<file path="src/rtl/dbus_burst_arbiter.sv">
// Round-robin burst arbiter sharing the ext_mem DMA databus among N_MASTERS requesters.
// Optional `DBUS_ARB_PRIO_EN: requester 0 gets fixed top priority when idle.
module dbus_burst_arbiter #(
  parameter int N_MASTERS = 3,
  parameter int ADDR_W    = 32,
  parameter int DATA_W    = 256,
  parameter int LEN_W     = 8
) (
  input  logic                            clk,
  input  logic                            rst_n,
  input  logic [N_MASTERS-1:0]            m_valid,
  input  logic [N_MASTERS*ADDR_W-1:0]     m_addr,
  input  logic [N_MASTERS*DATA_W-1:0]     m_wdata,
  input  logic [N_MASTERS*DATA_W/8-1:0]   m_wstrb,
  input  logic [N_MASTERS*LEN_W-1:0]      m_len,
  output logic [DATA_W-1:0]               m_rdata,
  output logic [N_MASTERS-1:0]            m_ready,
  output logic                            s_valid,
  output logic [ADDR_W-1:0]               s_addr,
  output logic [DATA_W-1:0]               s_wdata,
  output logic [DATA_W/8-1:0]             s_wstrb,
  output logic [LEN_W-1:0]                s_len,
  input  logic [DATA_W-1:0]               s_rdata,
  input  logic                            s_ready,
  output logic [N_MASTERS-1:0]            grant,
  output logic                            busy
);

  localparam int SW = DATA_W / 8;
  localparam int IW = $clog2(N_MASTERS);

  typedef enum logic [0:0] {IDLE, XFER} state_t;

  state_t               state_q, state_d;
  logic [IW-1:0]        sel_q, sel_d;
  logic [IW-1:0]        rr_q, rr_d;
  logic [N_MASTERS-1:0] grant_q, grant_d;
  logic [LEN_W-1:0]     beat_q, beat_d;
  logic [LEN_W-1:0]     len_q, len_d;

  logic [IW-1:0] pick;
  logic          found;
  logic          beat;

  // Scan from rr_q upward with wrap; first valid requester wins.
  always_comb begin
    pick  = '0;
    found = 1'b0;
`ifdef DBUS_ARB_PRIO_EN
    if (m_valid[0]) begin
      pick  = '0;
      found = 1'b1;
    end
`endif
    for (int i = 0; i < N_MASTERS; i++) begin
      int idx;
      idx = (int'(rr_q) + i) % N_MASTERS;
`ifdef DBUS_ARB_PRIO_EN
      if (!found && idx != 0 && m_valid[idx]) begin
`else
      if (!found && m_valid[idx]) begin
`endif
        pick  = IW'(idx);
        found = 1'b1;
      end
    end
  end

  always_comb begin
    m_rdata = s_rdata;
    m_ready = '0;
    s_valid = 1'b0;
    s_addr  = '0;
    s_wdata = '0;
    s_wstrb = '0;
    s_len   = '0;
    if (state_q == XFER) begin
      s_valid        = m_valid[sel_q];
      s_addr         = m_addr[sel_q*ADDR_W +: ADDR_W];
      s_wdata        = m_wdata[sel_q*DATA_W +: DATA_W];
      s_wstrb        = m_wstrb[sel_q*SW +: SW];
      s_len          = len_q;
      m_ready[sel_q] = s_ready;
    end
  end

  assign beat  = s_valid & s_ready;
  assign grant = grant_q;
  assign busy  = (state_q == XFER);

  always_comb begin
    state_d = state_q;
    sel_d   = sel_q;
    rr_d    = rr_q;
    grant_d = grant_q;
    beat_d  = beat_q;
    len_d   = len_q;
    unique case (state_q)
      IDLE: begin
        if (found) begin
          state_d = XFER;
          sel_d   = pick;
          grant_d = N_MASTERS'(1) << pick;
          len_d   = m_len[pick*LEN_W +: LEN_W];
          beat_d  = '0;
        end
      end
      XFER: begin
        if (beat) begin
          if (beat_q == len_q) begin
            state_d = IDLE;
            grant_d = '0;
            rr_d    = (sel_q == IW'(N_MASTERS-1)) ? '0 : sel_q + 1'b1;
          end else begin
            beat_d = beat_q + 1'b1;
          end
        end
      end
    endcase
  end

  always_ff @(posedge clk) begin
    if (!rst_n) begin
      state_q <= IDLE;
      sel_q   <= '0;
      rr_q    <= '0;
      grant_q <= '0;
      beat_q  <= '0;
      len_q   <= '0;
    end else begin
      state_q <= state_d;
      sel_q   <= sel_d;
      rr_q    <= rr_d;
      grant_q <= grant_d;
      beat_q  <= beat_d;
      len_q   <= len_d;
    end
  end

endmodule

</file>
<file path="config.mk">
export PLATFORM = sky130hd
export DESIGN_NAME = dbus_burst_arbiter
export DESIGN_NICKNAME = d
export VERILOG_FILES = /design/src/rtl/dbus_burst_arbiter.sv
export SDC_FILE = /design/constraint.sdc
export NUM_CORES = 1
export LEC_CHECK = 0
export BUFFER_PORTS_ARGS = -buffer_cell sky130_fd_sc_hd__clkbuf_2
export CAP_MARGIN = 30
export CORE_AREA = 2 2 715 717
export CTS_CLUSTER_DIAMETER = 100
export DETAILED_ROUTE_END_ITERATION = 12
export DIE_AREA = 0 0 717 719
export SYNTH_ARGS = -nofsm -noshare
export SYNTH_HDL_FRONTEND = slang
export SYNTH_SLANG_ARGS = --single-unit
</file>
<file path="constraint.sdc">
create_clock -name clk -period 2.05 [get_ports clk]
set_clock_uncertainty 0.05 [all_clocks]
set_input_delay 0.41 -clock clk [delete_from_list [all_inputs] [get_ports clk]]
set_output_delay 0.41 -clock clk [all_outputs]
set_load 0.01 [all_outputs]
</file>
==> results of run 1 <==
## path summary, 6_finish.rpt
check               to  slack (ps)
max          s_addr[4]        -930
min           len_q[3]         400
max reg2reg   len_q[3]        -620
min reg2reg   grant[1]         430
## power groups by stage
stage | clock (mW) | combinational [mW] | sequential, mW
after floorplan | 0 | 3.47 | 0.536
after global placement | 0 | 12.2 | 0.552
after detailed placement | 0 | 12.3 | 0.553
after CTS | 0.624 | 13.8 | 0.541
after global routing | 0.624 | 15.9 | 0.544
final | 0.583 | 15.1 | 0.539
## cells in the mapped netlist, types with 2 or more instances
cell type / number
a21oi_1: 323
a32oi_1: 2
and2_1: 12
and3_1: 3
buf_1: 18
buf_2: 30
buf_4: 257
buf_6: 2
clkbuf_1: 103
dfxtp_1: 24
ha_1: 5
inv_1: 4
mux2i_1: 336
nand2_1: 26
nand2b_1: 4
nand4_1: 2
nor2_1: 655
nor2b_1: 5
nor3_1: 3
nor3b_1: 3
nor4_1: 2
o21a_1: 3
o21ai_0: 7
o21ai_1: 5
o2bb2ai_1: 9
o31ai_1: 2
xor2_1: 13
## kinds of logic (layout without fill, tap and decap cells)
family,after synthesis,in the layout,share of synthesized area
other,0,52,0
multiplexers,338,338,0.298
buffers and inverters,415,1935,0.226
XOR/XNOR,14,14,0.0107
AO/OA/AOI/OAI,363,363,0.168
adder cells (fa/ha/maj),5,5,0.00548
flip-flops,24,24,0.0421
AND/OR/NAND/NOR,723,723,0.249
## registers in the layout, indices dropped and copies added, names as in the netlist
| name | count |
|---|---|
| rr_q | 2 |
| grant | 3 |
| busy | 1 |
| len_q | 8 |
| sel_q | 2 |
| beat_q | 8 |
## metal layers
metal	share of wire	vias up	routed length, um	GRT usage
li1	-	9162	-	-
met1	0.34	10800	143000	0.152
met2	0.42	2271	176000	0.235
met3	0.20	684	84700	0.144
met4	0.033	166	13800	0.0313
met5	0.0049	-	2070	0.0120
## metrics by stage
| step | power (mW) | instances | setup WS, ps | util |
|---|---|---|---|---|
| 2_1_floorplan | 4.00 | 1882 | -29.6 | - |
| 3_3_place_gp | 12.8 | 9948 | -2860 | 0.0596 |
| 4_1_cts | 15.0 | 10000 | -965 | 0.0665 |
| 6_report | 16.3 | 10200 | -933 | 0.0734 |
| 3_5_place_dp | 12.8 | 9962 | -1160 | 0.0601 |
| 5_1_grt | 17.0 | 10200 | -951 | 0.0732 |
## worst reg2reg max path: stages, from the launching register on
cell,delay (ps)
dfxtp_1,340
inv_1,60
ha_1,210
mux2_4,350
mux2i_4,170
mux2i_1,200
o21a_1,330
buf_12,200
mux2i_1,400
buf_4,210
o2bb2ai_1,60
## area by class of cell
type	instances	area (um^2)
well taps	6732	8420
repair buffers	1926	16500
inverters	5	26.3
fillers	59700	471000
multi-input cells	1443	11600
flip-flops and latches	24	489
diodes	52	130
clock buffers	4	100
## timing repair
action / in CTS / in global routing
endpoints found under the hold margin: 0 / 0
pin swaps: 58 / 149
resized for setup: 495 / 689
cloned: 12 / 19
endpoints found under the setup margin: 348 / 348
setup buffers: 80 / 116
==> metrics.yaml, run 1 <==
status:
  failed_checks: "negative setup slack"
  outcome: "finished with violations"
logic_synthesis:
  synth_seq_area_share: 0.0421
  avgSynthCellArea_um2: 6.06
  ys_ff_latch: 24
  synth_nets: 3133
  ys_warn_count: 0
  synth_largest_area_cell: "mux2i_1"
  synth-edff-count: 0
  netlist_top_cells_area: "mux2i_1 (29%), nor2_1 (22%), buf_4 (17%), a21oi_1 (14%), dfxtp_1 (4.2%)"
  netlist.area_leader.share: 0.295
  synthFlopType: "dfxtp_1"
  syn_inst: 1882
  yosysUniqueCellTypes: 51
  synth_area_mm2: 0.0114
  synthArstFlopShare: 0
placed_design:
  port_buffers: 1325
  place_area_mm2: 0.0305
  dp_hpwl_um: 392000
  place.gp.congestion: 0.940
setup_path:
  cp.arrival_ps: 2520
  worst-path-stages: 8
  crit_required_ps: 1590
  critPathMostFrequentCell: "buf_12"
  worstPathMaxFanout: 6
  critical_path_buf_inv_count: 4
  reg2reg_depth: 10
  startpoint: "sel_q[0]"
  crit_path_end_kind: "output port"
  rr_startpoint: "rr_q[1]"
  cp_slowest_stage_delay_ps: 730
  crit_chain: "buf_12, buf_12, buf_12, mux2i_2, nor2_2, a21oi_4, nor2_4, buf_12"
  critical_path_class: "flop to output port"
  start_kind: "flop"
  cp_slowest_cell: "a21oi_4"
  cp_top_family: "compound AO/OA/AOI/OAI gates"
clock_network:
  cts_tree: "yes"
  cts_buffers: 3
  clock-sinks: 24
  clk_latency_ps: 290
  cts_buffer_depth: 2
  htree_levels: 1
  cts.reportedPaths.clkPinSlew_ps: 90
  cts-root-buf: "clkbuf_16"
  ctsHoldBuffers: 0
power_and_ir_drop:
  power.switching_mw: 8.96
  clockPowerShare: 0.036
  internal_power_mw: 7.30
  combPwrFrac: 0.931
  leakagePower_nw: 13.9
  p_per_area_mw_per_mm2: 436
  peakVddDrop_mv: 0.208
  seq_power_share: 0.033
  swShare: 0.551
sta:
  worst_slew_pin_slew_ps: 1020
  max_freq_mhz: 335
  post-route-min-period_ps: 2980
  timing.setup.tns_ps: -224820
  whs_ps: 404
  setup_viol: 348
  slew_headroom: 0.321
  slew_viol_final: 0
  hold_viol: 0
  finalCritPeriodShare: 1.46
  worst_slack_ps: -933
  rsz0062_at_grt: "true"
floorplan:
  ios: 1838
  rows: 262
  dieArea_mm2: 0.516
  die_w_um: 717
  core_mm2: 0.508
  start_util: 0.0225
  die_h_um: 719
hold_path:
  hp-start: "m_len[19]"
  hp-class: "primary input to flop"
  hold_depth: 4
grt:
  grt_pass1_vias: 20900
  track_usage: 0.154
  antenna_found_initial: 318
  grt_pass1_wl_um: 461000
  overflow: 0
  grt_max_degree: 45
layout:
  final_common_cell: "clkbuf_2"
  drive_above_1_share: 0.710
  final_cell_mix: "clkbuf_2 (1068), nor2_1 (433), buf_4 (367)"
  area_growth_pct: 227
  finish.instance_area_mm2: 0.0373
  nNetsFinal: 4654
job:
  drv_cap: 0
drt:
  drt_iter0_drc: 1894
  dr.pass1.iters: 5
  totalWireLength_um: 420000
  drtAntennaViolNets: 0
  vias: 23100
  viasPerCell: 2.26
  detail_route.wl_per_cell_um: 41.2
  drc: 0
(Power assumes the default switching activity.)
==> inputs of run 2 (changes only) <==
==> constraint.sdc (replaced) <==
create_clock -name clk -period 2.5 [get_ports clk]
set_clock_uncertainty 0.05 [all_clocks]
set_input_delay 0.5 -clock clk [delete_from_list [all_inputs] [get_ports clk]]
set_output_delay 0.5 -clock clk [all_outputs]
set_load 0.01 [all_outputs]
==> run 2 against run 1 <==
  * The flow still finishes with violations (negative setup slack)
  * Hold slack better by 31 ps
  * Routed wire length is 1.5% lower
  * Sequential power is 18% lower
  * Largest power group unchanged
  * Non-clock buffer count is 52 lower
  * Combinational power is 16% lower
  * Largest cell class unchanged
  * Final area is 2.4% higher
  * Flip-flop and latch count stayed put
  * Clock power is 13% lower
  * Highest routed layer unchanged
  * Sequential share of layout area hardly changed
  * First-iteration DRC count is 7.8% lower
  * Via count is 0.49% lower
  * Register-to-register slack better by 550 ps
==> metrics.yaml, run 2 (same netlist as run 1, synthesis figures left out) <==
status:
  outcome: "finished with violations"  # unchanged
  failed_checks: "negative setup slack"  # unchanged
setup_path:
  critPathMostFrequentCell: "buf_12"  # unchanged
  critical_path_buf_inv_count: 8  # was 4
  cp_slowest_stage_delay_ps: 370  # was 730 ps
  crit_required_ps: 1950  # was 1590 ps
  crit_path_end_kind: "output port"  # unchanged
  cp_slowest_cell: "dfxtp_4"  # was a21oi_4
  worstPathMaxFanout: 8  # was 6
  critical_path_class: "flop to output port"  # unchanged
  cp.arrival_ps: 2380  # was 2520 ps
  start_kind: "flop"  # unchanged
  cp_top_family: "buffers and inverters"  # was compound AO/OA/AOI/OAI gates
  crit_chain: "buf_12, buf_16, nor2b_4, buf_12, buf_16, buf_12, buf_6, buf_8, a21oi_1, nor2_1, buf_12"  # was buf_12, buf_12, buf_12, mux2i_2, nor2_2, a21oi_4, nor2_4, buf_12
power_and_ir_drop:
  peakVddDrop_mv: 0.152  # was 0.208 mV
  power.total_mw: 13.7  # was 16.3 mW
  p_per_area_mw_per_mm2: 358  # was 436 mW/mm^2
  leakagePower_nw: 13.9  # about the same
grt:
  grt_pass1_vias: 21200  # was 20900
  track_usage: 0.152  # was 0.154
  antenna_found_initial: 304  # was 318
  grt_pass1_wl_um: 456000  # was 461000 um
  overflow: 0  # unchanged
  grt_max_degree: 54  # was 45
sta:
  finalCritPeriodShare: 1.17
  slew_headroom: 0.401  # was 0.321
  slew_viol_final: 0  # unchanged
  rsz0062_at_grt: "true"  # unchanged
  max_freq_mhz: 341
  worst_slack_ps: -431  # was -933 ps
  post-route-min-period_ps: 2930
  worst_slew_pin_slew_ps: 899  # was 1020 ps
  setup_viol: 328  # was 348
  timing.setup.tns_ps: -87640  # was -224820 ps
  hold_viol: 0  # unchanged
placed_design:
  place.gp.congestion: 0.993  # was 0.940
  port_buffers: 1325  # unchanged
  dp_hpwl_um: 377000  # was 392000 um
  dp_cells: 9919  # was 9962
  pre_cts_ws_ps: -970  # was -1160 ps
layout:
  nFillCells: 59600  # was 59700
  drive_above_1_share: 0.737  # was 0.710
  seqCellArea_um2: 490  # was 489 um^2
  final_common_cell: "clkbuf_2"  # unchanged
  multi_input_area_mm2: 0.0123  # was 0.0116 mm^2
  nNetsFinal: 4602  # was 4654
  area_growth_pct: 235  # was 227%
  fin_cells: 10100  # was 10200
  final_cell_mix: "clkbuf_2 (1066), nor2_1 (399), buf_12 (270)"  # was clkbuf_2 (1068), nor2_1 (433), buf_4 (367)
hold_path:
  hp-class: "flop to flop"  # was primary input to flop
clock_network:
  cts_buffer_depth: 2  # unchanged
  cts_buffers: 3  # unchanged
  cts_tree: "yes"  # unchanged
  cts.reportedPaths.clkPinSlew_ps: 80  # was 90 ps
  htree_levels: 1  # unchanged
  clk_latency_ps: 280  # was 290 ps
  ctsHoldBuffers: 0  # unchanged
  cts-root-buf: "clkbuf_16"  # unchanged
  clock-sinks: 24  # unchanged
drt:
  drtAntennaViolNets: 0  # unchanged
  vias: 22900  # was 23100
  drt_iter0_drc: 1746  # was 1894
  dr.pass1.iters: 5  # unchanged
  drc: 0  # unchanged
  detail_route.wl_per_cell_um: 40.8  # was 41.2 um
  viasPerCell: 2.26  # about the same
  totalWireLength_um: 413000  # was 420000 um
floorplan:
  dieArea_mm2: 0.516  # unchanged
  rows: 262  # unchanged
  die_h_um: 719  # unchanged
  ios: 1838  # unchanged
  start_util: 0.0225  # unchanged
  core_mm2: 0.508  # unchanged
  die_w_um: 717  # unchanged
job:
  drv_cap: 0  # unchanged
run 2: routing by layer:
layer / part of all wire / track usage / vias up
li1: - / - / 9084
met2: 0.42 / 0.233 / 2259
met4: 0.047 / 0.0515 / 100
met1: 0.34 / 0.154 / 10700
met5: 0.0025 / 0.00532 / -
met3: 0.18 / 0.121 / 752
run 2: path summary, 6_finish.rpt:
path                  from            to  slack [ps]  cells past startpoint
hold reg to reg   grant[0]      grant[0]         440                      1
setup reg to reg  sel_q[0]     beat_q[4]         -70                     14
setup / recovery  sel_q[0]  s_wdata[142]        -430                     11
hold / removal    grant[0]      grant[0]         440                      1
run 2: where the power goes:
| group | internal (mW) | total (mW) | switching [mW] |
|---|---|---|---|
| logic | 5.48 | 12.7 | 7.23 |
| clock network | 0.320 | 0.506 | 0.186 |
| registers | 0.410 | 0.443 | 0.0332 |
run 2: stage by stage:
stage	utilization	hold WS, ps	instance area, um^2
after floorplan	-	440	11400
after global placement	0.0588	404	29900
after detailed placement	0.0592	411	30100
after CTS	0.0705	436	35800
after global routing	0.0750	455	38100
final	0.0751	435	38200
run 2: area by class of cell:
| type | count | share of cell area |
|---|---|---|
| repair buffers | 1874 | 0.438 |
| multi-input cells | 1443 | 0.321 |
| well taps | 6732 | 0.221 |
| flip-flops and latches | 24 | 0.0129 |
| diodes | 57 | 0.00374 |
| clock buffers | 3 | 0.00197 |
| clock inverters | 1 | 0.000787 |
| inverters | 5 | 0.000689 |
run 2: timing repair:
action / 4_1_cts / 5_1_grt
gates cloned: 31 / 12
setup endpoints to repair: 343 / 342
pin swaps: 205 / 122
buffers inserted: 112 / 84
resized for setup: 906 / 492
==> inputs of run 3 (changes only) <==
--- a/config.mk
+++ b/config.mk
@@ -11,6 +11,7 @@
 export CTS_CLUSTER_DIAMETER = 100
 export DETAILED_ROUTE_END_ITERATION = 12
 export DIE_AREA = 0 0 717 719
+export SKIP_CTS_REPAIR_TIMING = 1
 export SYNTH_ARGS = -nofsm -noshare
 export SYNTH_HDL_FRONTEND = slang
 export SYNTH_SLANG_ARGS = --single-unit
==> run 3 against run 2 <==
  * The run still ends with negative setup slack left
  * Via count grew 0.57%
  * Count of clock-buffer cells in the layout is the same
  * Non-clock buffer count grew 4
  * Die area is the same
  * Hold slack gained 2.3 ps
  * Highest routed layer unchanged
==> metrics.yaml, run 3 (same netlist as run 1, synthesis figures left out) <==
grt:
  antenna_found_initial: 311  # was 304
  grt_pass1_vias: 20200  # was 21200
  grt_pass1_wl_um: 441000  # was 456000 um
  grt_max_degree: 54  # unchanged
  track_usage: 0.147  # was 0.152
  overflow: 0  # unchanged
job:
  drv_cap: 0  # unchanged
setup_path:
  crit_required_ps: 1950  # about the same
  worstPathMaxFanout: 9  # was 8
  crit_path_end_kind: "output port"  # unchanged
  critical_path_class: "flop to output port"  # unchanged
  cp.arrival_ps: 2420  # was 2380 ps
  start_kind: "flop"  # unchanged
  r2r_slack_ps: -70  # about the same
clock_network:
  clock-sinks: 24  # unchanged
  cts_buffers: 3  # unchanged
  clk_latency_ps: 280  # about the same
  cts.reportedPaths.clkPinSlew_ps: 90  # was 80 ps
  cts-root-buf: "clkbuf_16"  # unchanged
  cts_tree: "yes"  # unchanged
  htree_levels: 1  # unchanged
  cts_buffer_depth: 2  # unchanged
drt:
  vias: 23100  # was 22900
  drt_iter0_drc: 1905  # was 1746
  viasPerCell: 2.27  # was 2.26
  drc: 0  # unchanged
  detail_route.wl_per_cell_um: 40.7  # was 40.8 um
  drtAntennaViolNets: 0  # unchanged
  totalWireLength_um: 413000  # about the same
  dr.pass1.iters: 5  # unchanged
power_and_ir_drop:
  leakagePower_nw: 13.8  # was 13.9 nW
  power.total_mw: 13.4  # was 13.7 mW
  peakVddDrop_mv: 0.148  # was 0.152 mV
  p_per_area_mw_per_mm2: 357  # was 358 mW/mm^2
sta:
  finalCritPeriodShare: 1.19  # was 1.17
  slew_viol_final: 0  # unchanged
  worst_slack_ps: -465  # was -431 ps
  slew_headroom: 0.448  # was 0.401
  setup_viol: 329  # was 328
  max_freq_mhz: 337  # was 341 MHz
  rsz0062_at_grt: "true"  # unchanged
  post-route-min-period_ps: 2970  # was 2930 ps
  hold_viol: 0  # unchanged
  worst_slew_pin_slew_ps: 828  # was 899 ps
layout:
  area_growth_pct: 228  # was 235%
  drive_above_1_share: 0.731  # was 0.737
  final_cell_mix: "clkbuf_2 (1021), nor2_1 (432), buf_4 (313)"  # was clkbuf_2 (1066), nor2_1 (399), buf_12 (270)
  fin_cells: 10200  # was 10100
  nFillCells: 59700  # was 59600
  nNetsFinal: 4606  # was 4602
  fin_util: 0.0737  # was 0.0751
  final_common_cell: "clkbuf_2"  # unchanged
floorplan:
  die_h_um: 719  # unchanged
  dieArea_mm2: 0.516  # unchanged
  ios: 1838  # unchanged
  rows: 262  # unchanged
  start_util: 0.0225  # unchanged
  die_w_um: 717  # unchanged
  core_mm2: 0.508  # unchanged
placed_design:
  dp_cells: 9919  # unchanged
  port_buffers: 1325  # unchanged
  pre_cts_ws_ps: -970  # unchanged
  dp_hpwl_um: 377000  # unchanged
  place.gp.congestion: 0.993  # unchanged
status:
  failed_checks: "negative setup slack"  # unchanged
  outcome: "finished with violations"  # unchanged
hold_path:
  hp-class: "flop to flop"  # unchanged
run 3: changes by cell type in the layout (fill, tap and decap cells not counted), moves of 16 or more:
cell,before,now
buf_16,42,16
nor2_1,399,432
nor2_4,129,102
diode_2,57,76
clkbuf_8,19,1
buf_4,259,313
buf_2,36,75
clkbuf_16,14,44
a21oi_1,85,67
a21oi_2,117,140
buf_12,270,246
clkbuf_2,1066,1021
buf_8,59,43
run 3: report_power, final:
part	internal [mW]	switching, mW	total, mW
Clock	0.320	0.191	0.511
Combinational	5.27	7.13	12.4
Sequential	0.408	0.0457	0.454
Total	6.00	7.37	13.4
run 3: through the flow:
stage               hold WS [ps]  TNS [ps]  instance area, um^2
floorplan                    440         0                11400
global placement             404    -84820                29900
detailed placement           411    -70860                30100
CTS                          436   -177190                30200
global route                 453   -127090                37400
finish                       438    -96660                37400
run 3: layer usage:
| layer | wire length, um | up-vias | GRT usage |
|---|---|---|---|
| met5 | 938 | - | 0.00439 |
| met4 | 21700 | 100 | 0.0554 |
| met3 | 74900 | 746 | 0.119 |
| met2 | 174000 | 2348 | 0.223 |
| met1 | 142000 | 10800 | 0.149 |
| li1 | - | 9080 | - |
run 3: worst max-delay path, cell delays in order, from the launching register on:
cell	delay, ps
dfxtp_4	370
buf_12	150
buf_16	160
nor2b_4	180
buf_12	190
buf_16	190
buf_12	180
buf_12	140
a21oi_1	60
nor2_1	230
buf_12	140
run 3: final timing paths:
check / from / depth (start not counted) / end
worst min register to register: grant[1] / 1 / grant[1]
worst min-delay path: grant[1] / 1 / grant[1]
worst max-delay path: sel_q[0] / 10 / s_wdata[150]
worst max register to register: sel_q[0] / 13 / beat_q[4]
run 3: cell type report:
class                           instances  area (um^2)  area share
Timing Repair Buffer                 1878        16300       0.434
Multi-Input combinational cell       1443        11900       0.319
Tap cell                             6732         8420       0.225
Sequential cell                        24          495      0.0132
Antenna cell                           76          190     0.00508
Clock buffer                            3         75.1     0.00200
Clock inverter                          1         30.0    0.000802
Inverter                                5         28.8    0.000769
